File: src/rtl/alu_arbiter.sv
// ---------------------------------------------------------------------------
// alu_arbiter
//
// Purpose:
//   Shares one external ALU between two requesters. A three-state FSM
//   (IDLE -> EXEC -> RESP) grants one request at a time. When both requesters
//   are valid, a round-robin pointer decides the winner. The granted operands
//   and opcode are latched and driven to the ALU for one EXEC cycle. The
//   result and flags are then captured and held in RESP until the consumer
//   takes them.
//
// Ports:
//   clk, reset                 clock, asynchronous active-high reset
//   req0_valid/ready/a/b/op    requester 0 handshake and payload
//   req1_valid/ready/a/b/op    requester 1 handshake and payload
//   alu_a, alu_b, alu_gin      operands and control code to the shared ALU
//   alu_sum, alu_zout          ALU result and zero indication
//   rsp_valid, rsp_ready       response handshake
//   rsp_id                     requester that owns the response
//   rsp_result                 captured result
//   rsp_zero, rsp_neg, rsp_err zero flag, sign bit, illegal-opcode flag
//   busy                       high whenever the FSM is not in IDLE
// ---------------------------------------------------------------------------
module alu_arbiter #(
    parameter bit FIRST_PRIO = 1'b0
) (
    input  logic        clk,
    input  logic        reset,

    input  logic        req0_valid,
    output logic        req0_ready,
    input  logic [31:0] req0_a,
    input  logic [31:0] req0_b,
    input  logic [3:0]  req0_op,

    input  logic        req1_valid,
    output logic        req1_ready,
    input  logic [31:0] req1_a,
    input  logic [31:0] req1_b,
    input  logic [3:0]  req1_op,

    output logic [31:0] alu_a,
    output logic [31:0] alu_b,
    output logic [3:0]  alu_gin,
    input  logic [31:0] alu_sum,
    input  logic        alu_zout,

    output logic        rsp_valid,
    input  logic        rsp_ready,
    output logic        rsp_id,
    output logic [31:0] rsp_result,
    output logic        rsp_zero,
    output logic        rsp_neg,
    output logic        rsp_err,

    output logic        busy
);

    typedef enum logic [1:0] {
        IDLE = 2'd0,
        EXEC = 2'd1,
        RESP = 2'd2
    } state_t;

    state_t      r_state;
    state_t      w_nextState;

    logic        r_ptr;
    logic [31:0] r_a;
    logic [31:0] r_b;
    logic [3:0]  r_op;
    logic        r_id;

    logic [31:0] r_result;
    logic        r_zero;
    logic        r_neg;
    logic        r_err;
    logic        r_rspId;

    logic        w_idle;
    logic        w_grantValid;
    logic        w_grantId;
    logic        w_accept;
    logic        w_opLegal;

    assign w_idle = (r_state == IDLE);

    // Grant selection. A lone valid requester wins outright, and a tie goes
    // to the round-robin pointer. The grant is only meaningful in IDLE.
    always_comb begin
        w_grantValid = req0_valid | req1_valid;
        w_grantId    = 1'b0;
        if (req0_valid && req1_valid) begin
            w_grantId = r_ptr;
        end else if (req1_valid) begin
            w_grantId = 1'b1;
        end
    end

    // Ready is gated with reset so that nothing appears accepted while the
    // block is held in reset.
    assign req0_ready = w_idle & w_grantValid & ~w_grantId & ~reset;
    assign req1_ready = w_idle & w_grantValid &  w_grantId & ~reset;
    assign w_accept   = req0_ready | req1_ready;

    // Opcode legality check on the latched opcode.
    always_comb begin
        w_opLegal = 1'b0;
        case (r_op)
            4'b0000, 4'b0001, 4'b0010, 4'b0110, 4'b0111,
            4'b1000, 4'b1001, 4'b1010, 4'b1111: w_opLegal = 1'b1;
            default:                            w_opLegal = 1'b0;
        endcase
    end

    // State register.
    always_ff @(posedge clk or posedge reset) begin
        if (reset) begin
            r_state <= IDLE;
        end else begin
            r_state <= w_nextState;
        end
    end

    // Next-state logic. The FSM only moves around the fixed ring.
    always_comb begin
        w_nextState = r_state;
        case (r_state)
            IDLE:    if (w_accept) w_nextState = EXEC;
            EXEC:    w_nextState = RESP;
            RESP:    if (rsp_ready) w_nextState = IDLE;
            default: w_nextState = IDLE;
        endcase
    end

    // Request capture. The pointer moves to the other requester only when a
    // request is actually accepted. A requester that withdraws therefore
    // keeps its turn.
    always_ff @(posedge clk or posedge reset) begin
        if (reset) begin
            r_ptr <= FIRST_PRIO;
            r_a   <= '0;
            r_b   <= '0;
            r_op  <= '0;
            r_id  <= 1'b0;
        end else if (w_accept) begin
            r_ptr <= ~w_grantId;
            r_a   <= w_grantId ? req1_a  : req0_a;
            r_b   <= w_grantId ? req1_b  : req0_b;
            r_op  <= w_grantId ? req1_op : req0_op;
            r_id  <= w_grantId;
        end
    end

    // Response capture at the end of EXEC. An illegal opcode gives a forced
    // zero result with the error flag set, and the ALU output is ignored.
    always_ff @(posedge clk or posedge reset) begin
        if (reset) begin
            r_result <= '0;
            r_zero   <= 1'b0;
            r_neg    <= 1'b0;
            r_err    <= 1'b0;
            r_rspId  <= 1'b0;
        end else if (r_state == EXEC) begin
            r_rspId <= r_id;
            if (w_opLegal) begin
                r_result <= alu_sum;
                r_zero   <= alu_zout;
                r_neg    <= alu_sum[31];
                r_err    <= 1'b0;
            end else begin
                r_result <= '0;
                r_zero   <= 1'b1;
                r_neg    <= 1'b0;
                r_err    <= 1'b1;
            end
        end
    end

    assign alu_a      = r_a;
    assign alu_b      = r_b;
    assign alu_gin    = w_opLegal ? r_op : 4'b0000;

    assign rsp_valid  = (r_state == RESP);
    assign rsp_id     = r_rspId;
    assign rsp_result = r_result;
    assign rsp_zero   = r_zero;
    assign rsp_neg    = r_neg;
    assign rsp_err    = r_err;

    assign busy       = ~w_idle;

endmodule

File: config.mk
export PLATFORM = sky130hd
export DESIGN_NAME = alu_arbiter
export DESIGN_NICKNAME = d
export VERILOG_FILES = /design/src/rtl/alu_arbiter.sv
export SDC_FILE = /design/constraint.sdc
export NUM_CORES = 1
export LEC_CHECK = 0
export CAP_MARGIN = 20
export CORE_AREA = 2 2 121 123
export CTS_BUF_LIST = sky130_fd_sc_hd__clkbuf_8
export DETAILED_ROUTE_END_ITERATION = 8
export DIE_AREA = 0 0 123 125
export GPL_TIMING_DRIVEN = 1
export PLACE_DENSITY_LB_ADDON = 0.08
export SYNTH_ARGS = -nofsm -noshare
export SYNTH_HDL_FRONTEND = slang
export SYNTH_SLANG_ARGS = --single-unit
File: constraint.sdc
create_clock -name clk -period 3.3 [get_ports clk]
set_input_delay 0.66 -clock clk [delete_from_list [all_inputs] [get_ports clk]]
set_output_delay 0.66 -clock clk [all_outputs]
set_load 0.01 [all_outputs]
==> impl_metrics.ini, run 1 <==
[critical_path]
path_cells = clkdlybuf4s50_1, or3_2, nor3b_2, clkdlybuf4s50_1
crit_top_cell = clkdlybuf4s50_1
slowest_stage = clkdlybuf4s50_1
r2r-end = alu_a[28]
worst-path-max-fanout = 3
reg2reg_from = r_state[1]
cpPeakStageDelay_ns = 0.58
reg2reg_slack_ns = 1.31
r2r_cells = 4
critical_path_arrival_ns = 2.37
cp-end-kind = primary output
start_kind = input port
path_class = in2out
crit_required_ns = 2.64

[finish]
nets = 941
ff_latch_area_mm2 = 0.00268
nFillCells = 1281
final_common_cell = clkdlybuf4s50_1
layout_common_cells = clkdlybuf4s50_1 (280), dfrtp_1 (107), nand2_1 (88)
multi_input_area_mm2 = 0.00182
num_antenna_cells = 0
drive_gt1_share_pct = 6.48
area_delta_synth_final_pct = 65.2

[floorplanning]
start_util_pct = 34.7
io_pins = 282
fp.coreArea_mm2 = 0.0142
die-area_mm2 = 0.0154
row_count = 44
fp.dieH_um = 125
die_x_um = 123

[route]
dr.first_iter.drc_count = 308
finalWirelength_um = 16600
routedWlPerCell_um = 17.3
drt_pass1_iterations = 7
antenna_left = 0
drc = 0
vias_per_cell = 5.15
dr_total_vias = 4928

[timing]
drv_slew = 0
post-route-period-util_pct = 91.8
fin_worst_skew_ns = 0.00854
finalHoldViolCount = 0
rsz0062_at_grt = no
min_period_ns = 3.03
timing.fmax_mhz = 330
setup_viol = 0
setup_tns_ns = 0
setup_ws_ns = 0.271
worstMarginPinSlew_ns = 0.921
relSlewSlack_pct = 38.3

[global_route]
grt_pass1_vias = 5009
grt_util_all_layers_pct = 21.6
grt_pass1_wl_um = 26200
grt_max_degree = 70
antenna_found_initial = 0
grt-ovfl-total = 0

[yosys]
yosys.area.top_type = dfrtp_1
synthTopCellsByArea = dfrtp_1 (54%), a221o_1 (9.9%), nand2_1 (6.7%)
syn_area_per_cell_um2 = 9.61
synthesis.area_mm2 = 0.00493
ys_seq_area_share_pct = 54.3
ys_dominant_reg_cell = dfrtp_1
synth.distinct_cells = 31
ys_ff_latch = 107
async_flop_share_pct = 100
synth-edff-count = 0
syn_inst = 513
yosysTopAreaCellShare_pct = 54.3
syn-num-nets = 687
yosys_warnings = 0

[clocking]
cts_tree = done
cts_root_buffer = clkbuf_8
cts_hold_buf = 0
cts.clk_slew.worst_paths_ns = 0.10
cts_buffers = 9
post_cts_resized = 0
h-tree-depth = 3
clockBufferDepth = 2
post_cts_buffers = 0
cts.sinks = 107
clock_latency_ns = 0.37

[power]
switching_share_pct = 34.3
pwr_density_cell_mw_per_mm2 = 760
p_sw_mw = 2.13
ir_drop_v = 0.000370
power_frac_comb_pct = 47.9
p_clk_share_pct = 15.1
power_leakage_nw = 3.56
p_int_mw = 4.07
seq_power_share_pct = 37.0

[flow_run]
cap_violations = 0

[placed_design]
post-place-ws_ns = 0.274
place_congestion = 0.788
portBuffers = 281
dpl.hpwl_um = 11700

[min_path]
hp-start = rsp_result[9]
hp-class = reg2reg
whs_endpoint = rsp_result[9]
hold_path_depth = 2

[status]
status = finished clean
[power by group through the flow]
stage               clock, mW  sequential (mW)  combinational (mW)
floorplan                   0             2.51                1.01
global placement            0             2.29                2.94
detailed placement          0             2.30                3.01
CTS                     0.966             2.29                3.01
global route             1.03             2.37                3.20
finish                  0.936             2.29                2.97
[worst max-delay path: cells and delay by family]
kind,cells,cell delay [ns]
buffers and inverters,2,1.05
AND/OR/NAND/NOR,2,0.66
[synth_stat cells, drive strengths merged, types with 2 or more instances]
cell	n
dfrtp	107
nand2	88
inv	61
nor3	50
a221o	49
clkbuf	35
o21ai	35
nand3	32
a222oi	19
buf	17
and3	3
a21o	2
nand2b	2
nor2b	2
[layout make-up]
type / count / share of cell area [%]
timing repair buffer: 295 / 36.2
clock buffer: 11 / 1.86
multi-input combinational: 293 / 22.3
sequential: 107 / 32.9
clock inverter: 5 / 1.04
inverter: 61 / 2.86
tap: 184 / 2.83
[per-layer routing]
metal | wire length (um) | track usage, % | vias up
met4 | 362 | 7.42 | 0
li1 | - | - | 2314
met1 | 6400 | 25.8 | 2392
met2 | 8260 | 36.6 | 198
met3 | 1560 | 6.57 | 24
met5 | 0 | 0 | -
[state kept, by name (all words and copies together), names as in the netlist]
register,flops
alu_a,32
alu_b,32
r_id,1
r_op,4
r_ptr,1
r_state,2
rsp_err,1
rsp_id,1
rsp_result,32
rsp_zero,1
[metrics by stage]
| step | instance area [um^2] | cells | utilization [%] | hold slack, ns | power (mW) |
|---|---|---|---|---|---|
| floorplan | 4940 | 513 | - | 0.439 | 3.52 |
| global placement | 7880 | 938 | 55.5 | 0.462 | 5.22 |
| detailed placement | 7910 | 940 | 55.7 | 0.471 | 5.31 |
| CTS | 8150 | 956 | 57.4 | 0.494 | 6.27 |
| global route | 8150 | 956 | 57.4 | 0.521 | 6.60 |
| finish | 8150 | 956 | 57.4 | 0.491 | 6.19 |
[logic make-up (layout without fill, tap and decap cells)]
| group | after synthesis | in the layout | synth area share [%] |
|---|---|---|---|
| xor gates and xnor gates | 1 | 1 | 0.178 |
| AOI/OAI and AO/OA | 109 | 109 | 18.3 |
| and+or+nand+nor | 183 | 183 | 17.8 |
| DFF | 107 | 107 | 54.3 |
| buffers and inverters | 113 | 372 | 9.41 |
[worst max-delay path by stage]
stage | from | slack (ns) | endpoint
detailed placement | reset | 0.27 | req1_ready
floorplan | reset | 1.17 | req1_ready
global route | reset | 0.20 | req1_ready
CTS | reset | 0.27 | req1_ready
finish | reset | 0.27 | req1_ready
global placement | reset | 0.26 | req1_ready
(Power assumes the default switching activity.)
==> inputs of run 2 (changes only) <==
--- a/config.mk
+++ b/config.mk
@@ -12,6 +12,7 @@
 export DIE_AREA = 0 0 123 125
 export GPL_TIMING_DRIVEN = 1
 export PLACE_DENSITY_LB_ADDON = 0.08
+export RECOVER_POWER = 25
 export SYNTH_ARGS = -nofsm -noshare
 export SYNTH_HDL_FRONTEND = slang
 export SYNTH_SLANG_ARGS = --single-unit
==> run 2 against run 1 <==
The run now ends with capacitance limit, slew limit left. Wire length barely moved. Sequential cell count did not move. First-iteration DRC count rose by 11%. Largest power group unchanged.
==> impl_metrics.ini, run 2 (synthesis results as in run 1) <==
[finish]
final_common_cell = clkdlybuf4s50_1
utilization_pct = 57.1
layout.cells.non_filler = 956
layout_common_cells = clkdlybuf4s50_1 (279), dfrtp_1 (107), nand2_1 (88)
nFillCells = 1288
num_antenna_cells = 0
nets = 941
drive_gt1_share_pct = 6.22
area_delta_synth_final_pct = 64.5
final_cell_area_mm2 = 0.00812

[route]
vias_per_cell = 5.16
finalWirelength_um = 16600
drt_pass1_iterations = 6
antenna_left = 0
routedWlPerCell_um = 17.3
dr_wl_met2_um = 8360
drc = 0
dr_total_vias = 4929
wl_met1_um = 6320
route.met3.wl_um = 1580
dr.first_iter.drc_count = 341
top_layer = met4

[clocking]
clockBufferDepth = 2
post_cts_buffers = 0
cts_tree = done
h-tree-depth = 3
cts.clk_slew.worst_paths_ns = 0.10
cts.sinks = 107
cts_buffers = 9
post_cts_resized = 0
cts_root_buffer = clkbuf_8
clock_latency_ns = 0.37
cts_hold_buf = 0

[timing]
fin_worst_skew_ns = 0.00915
relSlewSlack_pct = -4.62
rsz0062_at_grt = no
finalHoldViolCount = 0
post-route-period-util_pct = 94.7
setup_ws_ns = 0.176
setup_viol = 0
setup_tns_ns = 0
hold_slack_ns = 0.493
worstMarginPinSlew_ns = 1.56
drv_slew = 34
min_period_ns = 3.12
timing.fmax_mhz = 320

[placed_design]
portBuffers = 281
place_congestion = 0.788
post-place-ws_ns = 0.274
dp_cells = 940
dpl_cell_area_mm2 = 0.00791
dpl.hpwl_um = 11700

[global_route]
antenna_found_initial = 0
grt-ovfl-total = 0
grt_pass1_vias = 5009
grt_max_degree = 70
grt_util_all_layers_pct = 21.6
grt_pass1_wl_um = 26200

[min_path]
hp-class = reg2reg

[critical_path]
path_class = in2out
start_kind = input port
critical_path_buf_inv_count = 2
critical_path_arrival_ns = 2.46
worst-path-max-fanout = 3
crit_required_ns = 2.64
cp-end-kind = primary output
cpPeakStageDelay_ns = 0.58
path_cells = dlygate4sd3_1, or3_2, nor3b_2, clkdlybuf4s50_1
crit_family = buffers and inverters
slowest_stage = dlygate4sd3_1

[power]
finalPower_mw = 6.17
ir_drop_v = 0.000371
pwr_density_cell_mw_per_mm2 = 760
power_leakage_nw = 3.54

[floorplanning]
row_count = 44
die-area_mm2 = 0.0154
fp.dieH_um = 125
die_x_um = 123
fp.coreArea_mm2 = 0.0142
io_pins = 282
start_util_pct = 34.7

[status]
status = complete, but fails checks
violations = capacitance limit, slew limit

[flow_run]
cap_violations = 1
## run 2: cell count changes in the layout (fill, tap and decap cells not counted), sizes merged
| cell | change |
|---|---|
| dlygate4sd3 | +1 |
| clkdlybuf4s50 | -1 |
| clkbuf | +2 |
| buf | -2 |
## run 2: tightest hold or removal path, stage by stage (launching register included)
cell and delay, ns:
dfrtp_1 0.36, nand2_1 0.04, o21ai_0 0.06
## run 2: path summary, 6_finish.rpt
kind	endpoint	depth (start not counted)	from	slack [ns]
hold reg to reg	rsp_result[25]	2	rsp_result[25]	0.49
max in group asynchronous	alu_b[2]	3	reset	0.73
min in group asynchronous	r_state[0]	2	reset	1.14
setup reg to reg	rsp_result[16]	4	r_op[0]	0.65
hold / removal	rsp_result[25]	2	rsp_result[25]	0.49
setup / recovery	req1_ready	4	reset	0.18
## run 2: report_power, final
part | leakage, nW | total, mW | internal, mW | switching, mW
Clock | 0.116 | 0.933 | 0.472 | 0.461
Combinational | 2.12 | 2.94 | 1.67 | 1.27
Sequential | 1.31 | 2.29 | 1.91 | 0.385
Total | 3.54 | 6.17 | 4.05 | 2.12
## run 2: layer usage
metal | vias to the layer above | global-route usage [%]
li1 | 2312 | -
met1 | 2396 | 25.8
met2 | 200 | 36.6
met3 | 21 | 6.57
met4 | 0 | 7.42
met5 | - | 0
## run 2: area by class of cell
class / count / area (um^2) / area share (%)
Timing Repair Buffer: 295 / 2930 / 36.1
Clock inverter: 5 / 85.1 / 1.05
Multi-Input combinational cell: 293 / 1810 / 22.4
Sequential cell: 107 / 2680 / 33.0
Inverter: 61 / 230 / 2.84
Tap cell: 184 / 230 / 2.84
Clock buffer: 11 / 151 / 1.87
==> edit, RTL diff (flow settings as in run 1) <==
`FIRST_PRIO`: 1'b0 -> 1'b1.
--- a/src/rtl/alu_arbiter.sv
+++ b/src/rtl/alu_arbiter.sv
@@ -22,7 +22,7 @@
 //   busy                       high whenever the FSM is not in IDLE
 // ---------------------------------------------------------------------------
 module alu_arbiter #(
-    parameter bit FIRST_PRIO = 1'b0
+    parameter bit FIRST_PRIO = 1'b1
 ) (
     input  logic        clk,
     input  logic        reset,
Check against the original RTL: not equivalent (Yosys sat finds a counterexample within 4 cycles, from zero or initial values and one cycle with reset high).
==> edit against run 1 <==
- final cell count fell by 0.10%
- synthesized cell count did not move
- final area fell by 0.15%
- total power rose by 0.71%
- synthesized area barely moved
- via count fell by 0.37%
- routed wire length rose by 1.5%
- combinational power barely moved
- setup slack improved by 0.017 ns
- sequential cell count did not move
- critical path type unchanged
- largest power group unchanged
==> edit: results (changes against run 1) <==
- Status: complete, no violations (unchanged)
- Post-CTS setup buffer count: 0 (unchanged)
- Cell variety after synth: 32 (was 31)
- Slew Limit Headroom: 47.3% (was 38.3%)
- Drt pass-1 iters: 5 (was 7)
- Final nets: 940 (was 941)
- Max-Cap Viols: 0 (unchanged)
- Largest net degree at the start of global routing: 99 (was 70)
- Pre-CTS WS: 0.282 ns (was 0.274 ns)
- Vias in the first global route: 5,139 (was 5,009)
- Clock slew at reported path FFs: 0.10 ns (about the same)
- Filler cells: 1,263 (was 1,281)
- Peak supply drop: 276 uV (was 370 uV)
- Overall routing resource usage: 22.0% (was 21.6%)
- Arr. time, crit path: 2.35 ns (was 2.37 ns)
- Slowest cell on the critical path: clkdlybuf4s50_1 (unchanged)
- First-pass GRT wire length: 26,600 um (was 26,200 um)
- Drt wl/cell: 17.6 um (was 17.3 um)
- Initial DRC Count: 288 (was 308)
- Synth cell count leaders: dfrtp_1, nand2_1, inv_1 (unchanged)
- CTS max path bufs: 2 (unchanged)
- Sequential area share after synthesis: 54.3% (about the same)
- Via count: 4,910 (was 4,928)
- Placer's final routability congestion estimate: 0.824 (was 0.788)
- Leakage: 3.55 nW (was 3.56 nW)
- HPWL Detailed: 11,800 um (was 11,700 um)
- Clk Latency, worst-skew pair: 0.37 ns (about the same)
- Fraction of layout cells with a size suffix above 1: 6.23% (was 6.48%)
- Clk_skew: 0.00616 ns (was 0.00854 ns)
- DP Area: 0.00789 mm2 (was 0.00791 mm2)
- Hold Path Class: reg2reg (unchanged)
- Synth top area cells: dfrtp_1, a221o_1, nand2_1 (unchanged)
- Slowest stage delay, CP: 0.56 ns (was 0.58 ns)
edit: cell count changes after synthesis:
cell / change
dfrtp_1: -1
dfstp_2: +1
edit: worst min-delay path: stages, from the launching register on:
cell     delay (ns)
dfrtp_1        0.35
nand2_1        0.05
nand2_1        0.06
edit: metrics by stage:
step	hold slack (ns)	std cells
2_1_floorplan	0.439	513
3_3_place_gp	0.455	937
3_5_place_dp	0.461	939
4_1_cts	0.486	955
5_1_grt	0.515	955
6_report	0.482	955
edit: power breakdown:
part           internal (mW)  switching [mW]  leakage [nW]
Clock                  0.520           0.451         0.125
Sequential              1.91           0.378          1.31
Combinational           1.69            1.29          2.12
Total                   4.12            2.12          3.55
edit: worst paths after layout:
path	start	to	slack [ns]	cells after the start
setup / recovery	reset	req1_ready	0.29	4
min in group asynchronous	reset	alu_b[31]	0.62	2
max in group asynchronous	reset	alu_b[4]	1.87	3
hold / removal	rsp_id	rsp_id	0.48	2
hold reg to reg	rsp_id	rsp_id	0.48	2
setup reg to reg	r_state[1]	alu_a[23]	1.32	4
edit: kinds of logic after synthesis:
family | after synthesis | share of synthesized area (%)
XOR/XNOR | 1 | 0.178
buffers and inverters | 113 | 9.41
AO/OA/AOI/OAI | 109 | 18.3
flip-flops | 107 | 54.3
AND/OR/NAND/NOR | 183 | 17.8
edit: cell type report:
class,instances,area (um2),area share [%]
Timing Repair Buffer,294,2930,36.1
Sequential cell,107,2680,32.9
Multi-Input combinational cell,293,1820,22.3
Inverter,61,233,2.86
Tap cell,184,230,2.83
Clock buffer,10,138,1.69
Clock inverter,6,105,1.29
edit: routing by layer:
metal  GRT usage (%)  part of all wire [%]  vias up
met1            26.7                    40     2366
met3            7.34                   9.1       25
li1                -                     -     2308
met5               0                     0        -
met4            7.49                   2.4        0
met2            36.5                    48      211
